## config.mk

```make
export PLATFORM = sky130hd
export DESIGN_NAME = fp_divider
export DESIGN_NICKNAME = d
export VERILOG_FILES = /design/src/rtl/fp_divider.sv
export SDC_FILE = /design/constraint.sdc
export NUM_CORES = 1
export LEC_CHECK = 0
export ABC_CLOCK_PERIOD_IN_PS = 5800
export CAP_MARGIN = 30
export CORE_MARGIN = 5
export CORE_UTILIZATION = 50
export DETAILED_ROUTE_END_ITERATION = 8
export PLACE_DENSITY = 0.7
export SLEW_MARGIN = 20
export SYNTH_ARGS = -nofsm -noshare
export SYNTH_HDL_FRONTEND = slang
export SYNTH_SLANG_ARGS = --single-unit
```

## constraint.sdc

```tcl
create_clock -name clk -period 5.8 [get_ports clk]
set_clock_uncertainty 0.15 [all_clocks]
set_input_delay 0.87 -clock clk [delete_from_list [all_inputs] [get_ports clk]]
set_output_delay 0.87 -clock clk [all_outputs]
set_load 0.02 [all_outputs]
```

## src/rtl/fp_divider.sv

```systemverilog
// Sequential binary32 divider: radix-2 restoring mantissa loop,
// start/busy/done handshake, fixed latency with a one-cycle special path.
module fp_divider (
  input  logic        clk,
  input  logic        rst_n,
  input  logic        start,
  input  logic [31:0] A,
  input  logic [31:0] B,
  input  logic [1:0]  round_mode,
  output logic        busy,
  output logic        done,
  output logic [31:0] resultDiv,
  output logic        errorDiv,
  output logic        overflowDiv
);

  typedef enum logic [1:0] {
    IDLE,
    DIV,
    ROUND
  } state_t;

  state_t state_q, state_d;

  logic [30:0] a_q, b_q;
  logic [1:0]  rm_q;
  logic        sign_q;
  logic [5:0]  cnt_q;
  logic [23:0] rem_q;
  logic [25:0] q_q;

  logic [7:0]  ea, eb;
  logic [22:0] fa, fb;
  logic        nan_a, nan_b, inf_a, inf_b;
  logic        zero_a, zero_b;
  logic        inv, dz, ia, zr, special;

  assign ea = a_q[30:23];
  assign eb = b_q[30:23];
  assign fa = a_q[22:0];
  assign fb = b_q[22:0];

  assign nan_a  = (ea == 8'hFF) & (fa != '0);
  assign nan_b  = (eb == 8'hFF) & (fb != '0);
  assign inf_a  = (ea == 8'hFF) & (fa == '0);
  assign inf_b  = (eb == 8'hFF) & (fb == '0);
  // E=0 covers both true zero and flushed subnormals
  assign zero_a = (ea == 8'h00);
  assign zero_b = (eb == 8'h00);

  // priority-resolved so that at most one class is active
  assign inv = nan_a | nan_b
             | (zero_a & zero_b)
             | (inf_a & inf_b);
  assign dz  = ~inv & zero_b & ~inf_a;
  assign ia  = ~inv & inf_a;
  assign zr  = ~inv & ~dz & ~ia
             & (zero_a | inf_b);
  assign special = inv | dz | ia | zr;

  logic [31:0] spec_res;
  logic        spec_err;

  always_comb begin
    spec_res = '0;
    spec_err = 1'b0;
    unique case (1'b1)
      inv: begin
        spec_res = {sign_q, 8'hFF, 23'h400000};
        spec_err = 1'b1;
      end
      dz: begin
        spec_res = {sign_q, 8'hFF, 23'h0};
        spec_err = 1'b1;
      end
      ia: spec_res = {sign_q, 8'hFF, 23'h0};
      default: spec_res = {sign_q, 31'h0};
    endcase
  end

  logic [23:0] m1, m2;
  logic [24:0] rem_in;
  logic [24:0] rem_sub;
  logic        ge;
  logic [23:0] rem_nx;
  logic [25:0] q_nx;

  assign m1 = {1'b1, fa};
  assign m2 = {1'b1, fb};

  // first step compares M1 unshifted, so q[25] is the integer bit
  assign rem_in  = (cnt_q == 6'd0) ? {1'b0, m1}
                                   : {rem_q, 1'b0};
  assign ge      = rem_in >= {1'b0, m2};
  assign rem_sub = rem_in - {1'b0, m2};
  assign rem_nx  = ge ? rem_sub[23:0] : rem_in[23:0];
  assign q_nx    = {q_q[24:0], ge};

  logic signed [9:0] e_raw, e_norm, e_fin;
  logic [23:0] mant, mant_r;
  logic        rb, st, inc;
  logic [24:0] sum;
  logic [31:0] rnd_res;
  logic        rnd_ovf;

  assign e_raw = $signed({2'b00, ea})
               - $signed({2'b00, eb})
               + 10'sd127;

  always_comb begin
    if (q_q[25]) begin
      mant   = q_q[25:2];
      rb     = q_q[1];
      st     = q_q[0] | (rem_q != '0);
      e_norm = e_raw;
    end else begin
      mant   = q_q[24:1];
      rb     = q_q[0];
      st     = (rem_q != '0);
      e_norm = e_raw - 10'sd1;
    end
  end

  always_comb begin
    inc = 1'b0;
    unique case (rm_q)
      2'b10:   inc = rb & (st | mant[0]);
      2'b11:   inc = rb;
      2'b00:   inc = (rb | st) & ~sign_q;
      default: inc = (rb | st) & sign_q;
    endcase
  end

  assign sum = {1'b0, mant} + {24'h0, inc};

  always_comb begin
    mant_r = sum[23:0];
    e_fin  = e_norm;
    if (sum[24]) begin
      mant_r = 24'h800000;
      e_fin  = e_norm + 10'sd1;
    end
  end

  always_comb begin
    rnd_res = {sign_q, e_fin[7:0], mant_r[22:0]};
    rnd_ovf = 1'b0;
    if (e_fin >= 10'sd255) begin
      rnd_res = {sign_q, 8'hFF, 23'h0};
      rnd_ovf = 1'b1;
    end else if (e_fin <= 10'sd0) begin
      rnd_res = {sign_q, 31'h0};
    end
  end

  always_comb begin
    state_d = state_q;
    unique case (state_q)
      IDLE: if (start) state_d = DIV;
      DIV: begin
        if (cnt_q == 6'd0 && special)
          state_d = IDLE;
        else if (cnt_q == 6'd25)
          state_d = ROUND;
      end
      ROUND:   state_d = IDLE;
      default: state_d = IDLE;
    endcase
  end

  always_ff @(posedge clk or negedge rst_n) begin
    if (!rst_n) state_q <= IDLE;
    else        state_q <= state_d;
  end

  always_ff @(posedge clk or negedge rst_n) begin
    if (!rst_n) begin
      a_q         <= '0;
      b_q         <= '0;
      rm_q        <= '0;
      sign_q      <= 1'b0;
      cnt_q       <= '0;
      rem_q       <= '0;
      q_q         <= '0;
      done        <= 1'b0;
      resultDiv   <= '0;
      errorDiv    <= 1'b0;
      overflowDiv <= 1'b0;
    end else begin
      done <= 1'b0;
      unique case (state_q)
        IDLE: begin
          if (start) begin
            a_q    <= A[30:0];
            b_q    <= B[30:0];
            rm_q   <= round_mode;
            sign_q <= A[31] ^ B[31];
            cnt_q  <= '0;
          end
        end
        DIV: begin
          if (cnt_q == 6'd0 && special) begin
            resultDiv   <= spec_res;
            errorDiv    <= spec_err;
            overflowDiv <= 1'b0;
            done        <= 1'b1;
          end else begin
            rem_q <= rem_nx;
            q_q   <= q_nx;
            cnt_q <= cnt_q + 6'd1;
          end
        end
        ROUND: begin
          resultDiv   <= rnd_res;
          errorDiv    <= rnd_ovf;
          overflowDiv <= rnd_ovf;
          done        <= 1'b1;
        end
        default: ;
      endcase
    end
  end

  assign busy = (state_q != IDLE);

endmodule

```

---- Yosys cells after proc, flatten, opt, wreduce, memory -nomap -nowiden ----
Index checks and enable logic that the tools add are counted.
word-level totals
  register bits after elaboration ......... 158
  input bits .............................. 69
  output and inout port bits .............. 36
cells by class
  add/subtract/negate cells ............... 7
  order comparisons ....................... 3
  equality and inequality tests ........... 11
  mux-type cells .......................... 29
  bitwise logic cells ..................... 32
  reductions and logical operators ........ 21
operator list
  operator                 number
  $pmux W32 S2             1
  $mux W31                 2
  $pmux W31 S2             1
  $mux W24                 2
  $logic_not A23 Y1        2
  $reduce_bool A23 Y1      2
  $mux W32                 1
  $add A24 B1 Y25          1
  $ge A25 B24 Y1           1
  $mux W25                 1
  $reduce_bool A24 Y1      1
  $sub A24 B24 Y24         1
  $mux W23                 1
  $mux W10                 2
  $eq A8 B8 Y1 const B     2
  $logic_not A8 Y1         2
  $and A1 B1 Y1            15
  $mux W6                  2
  $pmux W6 S2              1
  $add A10 B2 Y10 const B  1
  $add A9 B8 Y10 const B   1
  $ge A10 B9 Y1 const B    1
  $le A10 B1 Y1 const B    1
  $or A1 B1 Y1             10
  22 further kinds         48

---- Logic depth before layout (Yosys ltp) ----
  word-level depth ........................ 16
  mapped depth ............................ 24
  gate-level depth less buffers ........... 19

---- Worst setup path after synthesis ----
OpenSTA, ideal clock, no wires.
  kind .................................... register to register
  start ................................... register q_q[25]
  end ..................................... register resultDiv[10]
  library setup time ...................... 0.122 ns
  data arrival time ....................... 4.989 ns
  required time ........................... 5.528 ns
  slack ................................... 0.539 ns
  cell stages (with the launch flop) ...... 25
  buffers on the path ..................... 6
  period minus slack after synthesis ...... 5.261 ns
  path through ............................ dfrtp_1 > buf_4 > clkbuf_1 > buf_1 > clkbuf_1 > nand2_1 > nand4_1 > nor2_1 > a21oi_1 > a21oi_1 > a21oi_1 > ha_1 > ha_1 > nand2_1 > or4_1 > buf_2 > nor4_2 > nand3_1 > a21boi_0 > nor4bb_1 > a21o_1 > a311o_1 > a211oi_4 > buf_6 > a32o_1
between the ends
  word-level cells in the longest chain between the ends .. 10
  elaborated cells on any way between the ends .. 19
RTL lines
  what                                 RTL line       text
  start, declared                      30             logic [25:0] q_q;
  start signal, assigned               209            q_q <= q_nx;
  $mux W1 or $mux W24 (tied branches)  111            if (q_q[25]) begin
  $or A1 B1 Y1 (on tied branches)      129, 130, 127
  $and A1 B1 Y1 (on tied branches)     130, 127, 129
  $pmux W1 S3                          126            unique case (rm_q)
  $add A24 B1 Y25                      134            assign sum = {1'b0, mant} + {24'h0, inc};
  $mux W10                             139            if (sum[24]) begin
  $le A10 B1 Y1                        151            end else if (e_fin <= 10'sd0) begin
  $mux W31                             151
  $mux W31 (*)                         148            if (e_fin >= 10'sd255) begin
  $pmux W32 S2 (*)                     191            unique case (state_q)
  end signal, assigned                 203            resultDiv <= spec_res;
  end signal, assigned                 214            resultDiv <= rnd_res;
  end, declared                        12             output logic [31:0] resultDiv,
Every way passes the cells marked *; elsewhere a longest branch is shown, timed or not.
A chain may end at the register's enable or synchronous reset.

---- Final worst setup path ----
  start ................................... register cnt_q[0]
  end ..................................... register rem_q[12]
between the ends
  word-level cells in the longest chain between the ends .. 4
  elaborated cells on any way between the ends .. 8
RTL lines
  what                                             RTL line  text
  start, declared                                  28        logic [5:0] cnt_q;
  start signal, assigned                           210       cnt_q <= cnt_q + 6'd1;
  $logic_not A6 Y1 (*)                             92, 202
  $mux W25 or $logic_and A1 B1 Y1 (tied branches)  92, 202
  $sub A24 B24 Y24, or another cell as far along   95        assign rem_sub = rem_in - {1'b0, m2};
  $mux W24 or $reduce_and A2 Y1 (tied branches)    n/a
  end signal, assigned                             208       rem_q <= rem_nx;
  end, declared                                    29        logic [23:0] rem_q;
Marked as above.

==> flow_metrics.py <==
metrics = {
    "critical_path": {
        "worst_setup_path_end_kind": "register",
        "critPathMaxStageDelay_ns": 0.77,
        "timing.critical_path.cells": "inv_1 -> ha_1 -> and3_1 -> nand2_1 -> nand2_1 -> ha_1 -> nor2b_1 -> o21ai_0 -> a21boi_0 -> o21ai_0 -> a21oi_1 -> a31oi_1 -> o41ai_1 -> a21o_1 -> a22oi_2 -> buf_12 -> mux2i_1 -> o21ai_0",
        "worst_ep_required_time_ns": 5.92,
        "worstSetupPathType": "register to register",
        "critical_path.top_delay_family": "compound AO/OA/AOI/OAI gates",
        "worst-endpoint-arrival_ns": 5.31,
        "critical_path.most_common_cell": "o21ai_0",
        "startpoint_type": "register",
        "path_buf_inv": 2,
        "critPathMaxFanout": 24,
        "worst_path_max_delay_cell": "and3_1",
        "rrSetupSlack_ns": 0.61,
    },
    "synthesis": {
        "synthesis.area_um2": 10400,
        "top_cell_type_s_share_of_synthesized_area": 0.381,
        "count_of_cell_types_in_the_netlist": 80,
        "synth_most_common_cell": "nand2_1",
        "synth_ff_type": "dfrtp_1",
        "edff_count_synth": 0,
        "post_synth_inst_count": 1153,
        "synthTopCellsByArea": "dfrtp_1 (38%), nand2_1 (8.2%), mux2_2 (7.5%), ha_1 (5.2%), mux2i_1 (3.7%)",
        "synth_top_family_by_area": "simple AND/OR/NAND/NOR gates",
        "post_synth_and_or_nand_nor_area_fraction": 0.202,
        "synth_warnings": 0,
        "synthesis.nets": 1267,
        "synth_seq_area_share": 0.381,
        "ys_seq_elements": 158,
        "async_set_or_reset_flop_fraction_in_the_synthesized_netlist": 1.00,
        "synth-compound-area-share": 0.143,
        "syn_area_per_cell_um2": 9.00,
        "synth.top_cells.by_count": "nand2_1 (227), dfrtp_1 (158), mux2_2 (69)",
        "synthDominantAreaCellType": "dfrtp_1",
        "multiplexer_share_of_the_synthesized_area": 0.113,
        "synth_area_in_adders": 0.0557,
        "xor_xnor_cell_area_share_of_the_yosys_netlist": 0.0618,
    },
    "timing": {
        "finalMaxSlewViolations": 0,
        "setup_viol": 0,
        "max_slew_margin": 0.380,
        "achievable-frequency_mhz": 193,
        "tns_ns": 0,
        "rsz_0062_raised_after_global_routing": "no",
        "final_hold_viol_count": 0,
        "finalCritPeriodShare": 0.894,
        "min_period_ns": 5.19,
        "max_slew.worst_pin.slew_ns": 0.930,
    },
    "routing": {
        "dr.first_iter.drc_count": 470,
        "mean_routed_wirelength_per_cell_um": 16.9,
        "drt_drc_violations_left": 0,
        "ant_nets": 0,
        "drt_wl_total_um": 25500,
        "vias_per_cell": 5.73,
        "num_vias": 8664,
        "first_pass_iters": 5,
    },
    "final_layout": {
        "finish.cell_count_without_fillers": 1512,
        "n_antenna_cell": 0,
        "multiInputGateArea_um2": 5990,
        "fillerInstances": 1792,
        "drive_above_1_share": 0.114,
        "area_growth_syn_to_layout_pct": 17.6,
        "seqCellArea_um2": 3960,
        "nets": 1343,
    },
    "global_routing": {
        "grt_start_max_net_pins": 68,
        "grt_first_pass_wirelength_um": 42500,
        "grt_antenna_before_repair": 0,
        "globalRoute.totalOverflow": 0,
        "all_layer_global_routing_usage": 0.216,
        "grt_pass1_vias": 8562,
    },
    "clocking": {
        "skew_pair_late_insertion_delay_ns": 0.43,
        "clk_pin_slew_worst_paths_ns": 0.07,
        "cts_tree": "yes",
        "holdBufCountCts": 0,
        "maximum_level_of_the_cts_h_tree": 4,
        "cts_setup_buffers": 0,
        "clockBufferDepth": 2,
        "clkSinkCount": 158,
        "cts_repair_resize_count": 0,
        "numCtsBuffers": 17,
        "clock-root-buffer": "clkbuf_16",
    },
    "placed_design": {
        "dpl.cell_count": 1480,
        "dp_hpwl_um": 19100,
        "port_buffers": 104,
        "placer_s_final_routability_congestion_estimate": 0.903,
    },
    "floorplan": {
        "overall_die_area_um2": 23700,
        "floorplan.initialDensity": 0.510,
        "core_area_um2": 20400,
        "ios": 105,
        "chipHeight_um": 154,
        "core.rowCount": 52,
        "die_width_um": 154,
    },
    "worst_hold_path": {
        "min-delay-path-class": "input port to asynchronous set/reset pin",
    },
    "outcome": {
        "status": "complete, no violations",
    },
    "run": {
        "max_cap_viol_count": 0,
    },
}
-- cell type report --
class	count	share of cell area
well taps	270	0.0277
inverters	51	0.0157
clock buffers	17	0.0348
clock inverters	15	0.0142
flip-flops and latches	158	0.324
repair buffers	115	0.0932
multi-input cells	886	0.490
-- worst register-to-register path: cells and delay by family (launching register included) --
kind                     cells  cell delay [ns]
multiplexers                 1             0.32
AO/OA/AOI/OAI                9             2.20
buffers and inverters        2             0.35
AND/OR/NAND/NOR              4             1.17
adder cells (fa/ha/maj)      2             0.41
flip-flops                   1             0.43
-- per-layer routing --
metal	vias up	track usage	wire [µm]
met5	-	0	0
met4	0	0.0517	371
met3	33	0.0388	1330
met2	215	0.371	12400
met1	4196	0.284	11400
li1	4220	-	-
-- per-stage QoR --
step           setup WS [ns]  area, µm²  hold slack, ns   util
6_report               0.614      12200           0.221  0.600
5_1_grt                0.195      12200           0.246  0.600
4_1_cts                0.688      12200           0.235  0.600
3_5_place_dp           0.722      11600           0.324  0.570
3_3_place_gp           0.692      11600           0.316  0.570
2_1_floorplan          0.539      10400           0.322      -
-- kinds of logic (layout without fill, tap and decap cells) --
family,Yosys count,count (layout)
AOI/OAI and AO/OA,216,216
xor gates and xnor gates,70,70
adders and majority gates,45,45
buffers and inverters,109,198
DFF,158,158
muxes,108,108
and+or+nand+nor,447,447
-- path summary, 6_finish.rpt --
path | start | to | depth (start not counted)
worst max register to register | cnt_q[0]$_DFFE_PN0P_ | rem_q[12]$_DFFE_PN0P_ | 18
max in group asynchronous | rst_n | a_q[16]$_DFFE_PN0P_ | 2
worst min register to register | resultDiv[8]$_DFFE_PN0P_ | resultDiv[8]$_DFFE_PN0P_ | 2
worst min-delay path | rst_n | a_q[29]$_DFFE_PN0P_ | 1
worst max-delay path | cnt_q[0]$_DFFE_PN0P_ | rem_q[12]$_DFFE_PN0P_ | 18
min in group clk | resultDiv[8]$_DFFE_PN0P_ | resultDiv[8]$_DFFE_PN0P_ | 2
-- sequential cells by signal, summed over array words and instances (netlist names) --
signal,flops
resultDiv,32
sign_q,1
a_q,31
overflowDiv,1
cnt_q,6
rem_q,24
errorDiv,1
state_q,2
done,1
q_q,26
rm_q,2
b_q,31
-- layout by cell type (no fill, tap or decap), drive strengths merged, types with 5 or more instances in the layout --
| master | n |
|---|---|
| o21ai | 68 |
| a31oi | 5 |
| o21a | 5 |
| a21oi | 45 |
| buf | 12 |
| a21o | 19 |
| nand2 | 227 |
| xnor2 | 42 |
| nand3 | 32 |
| ha | 43 |
| xor2 | 26 |
| o31ai | 5 |
| clkdlybuf4s50 | 103 |
| nor3 | 21 |
| and3 | 6 |
| and2 | 11 |
| inv | 59 |
| o311ai | 7 |
| nor4 | 22 |
| clkbuf | 17 |
| mux2i | 38 |
| or4 | 6 |
| nand2b | 10 |
| nand4 | 17 |
| nor2b | 12 |
| mux2 | 70 |
| a32o | 18 |
| o211ai | 5 |
| dfrtp | 158 |
| nor2 | 58 |
| or3 | 7 |
Power is left out: the tool's default activity adds up to more than one toggle a clock period on the data nets, which glitch-free logic cannot reach.
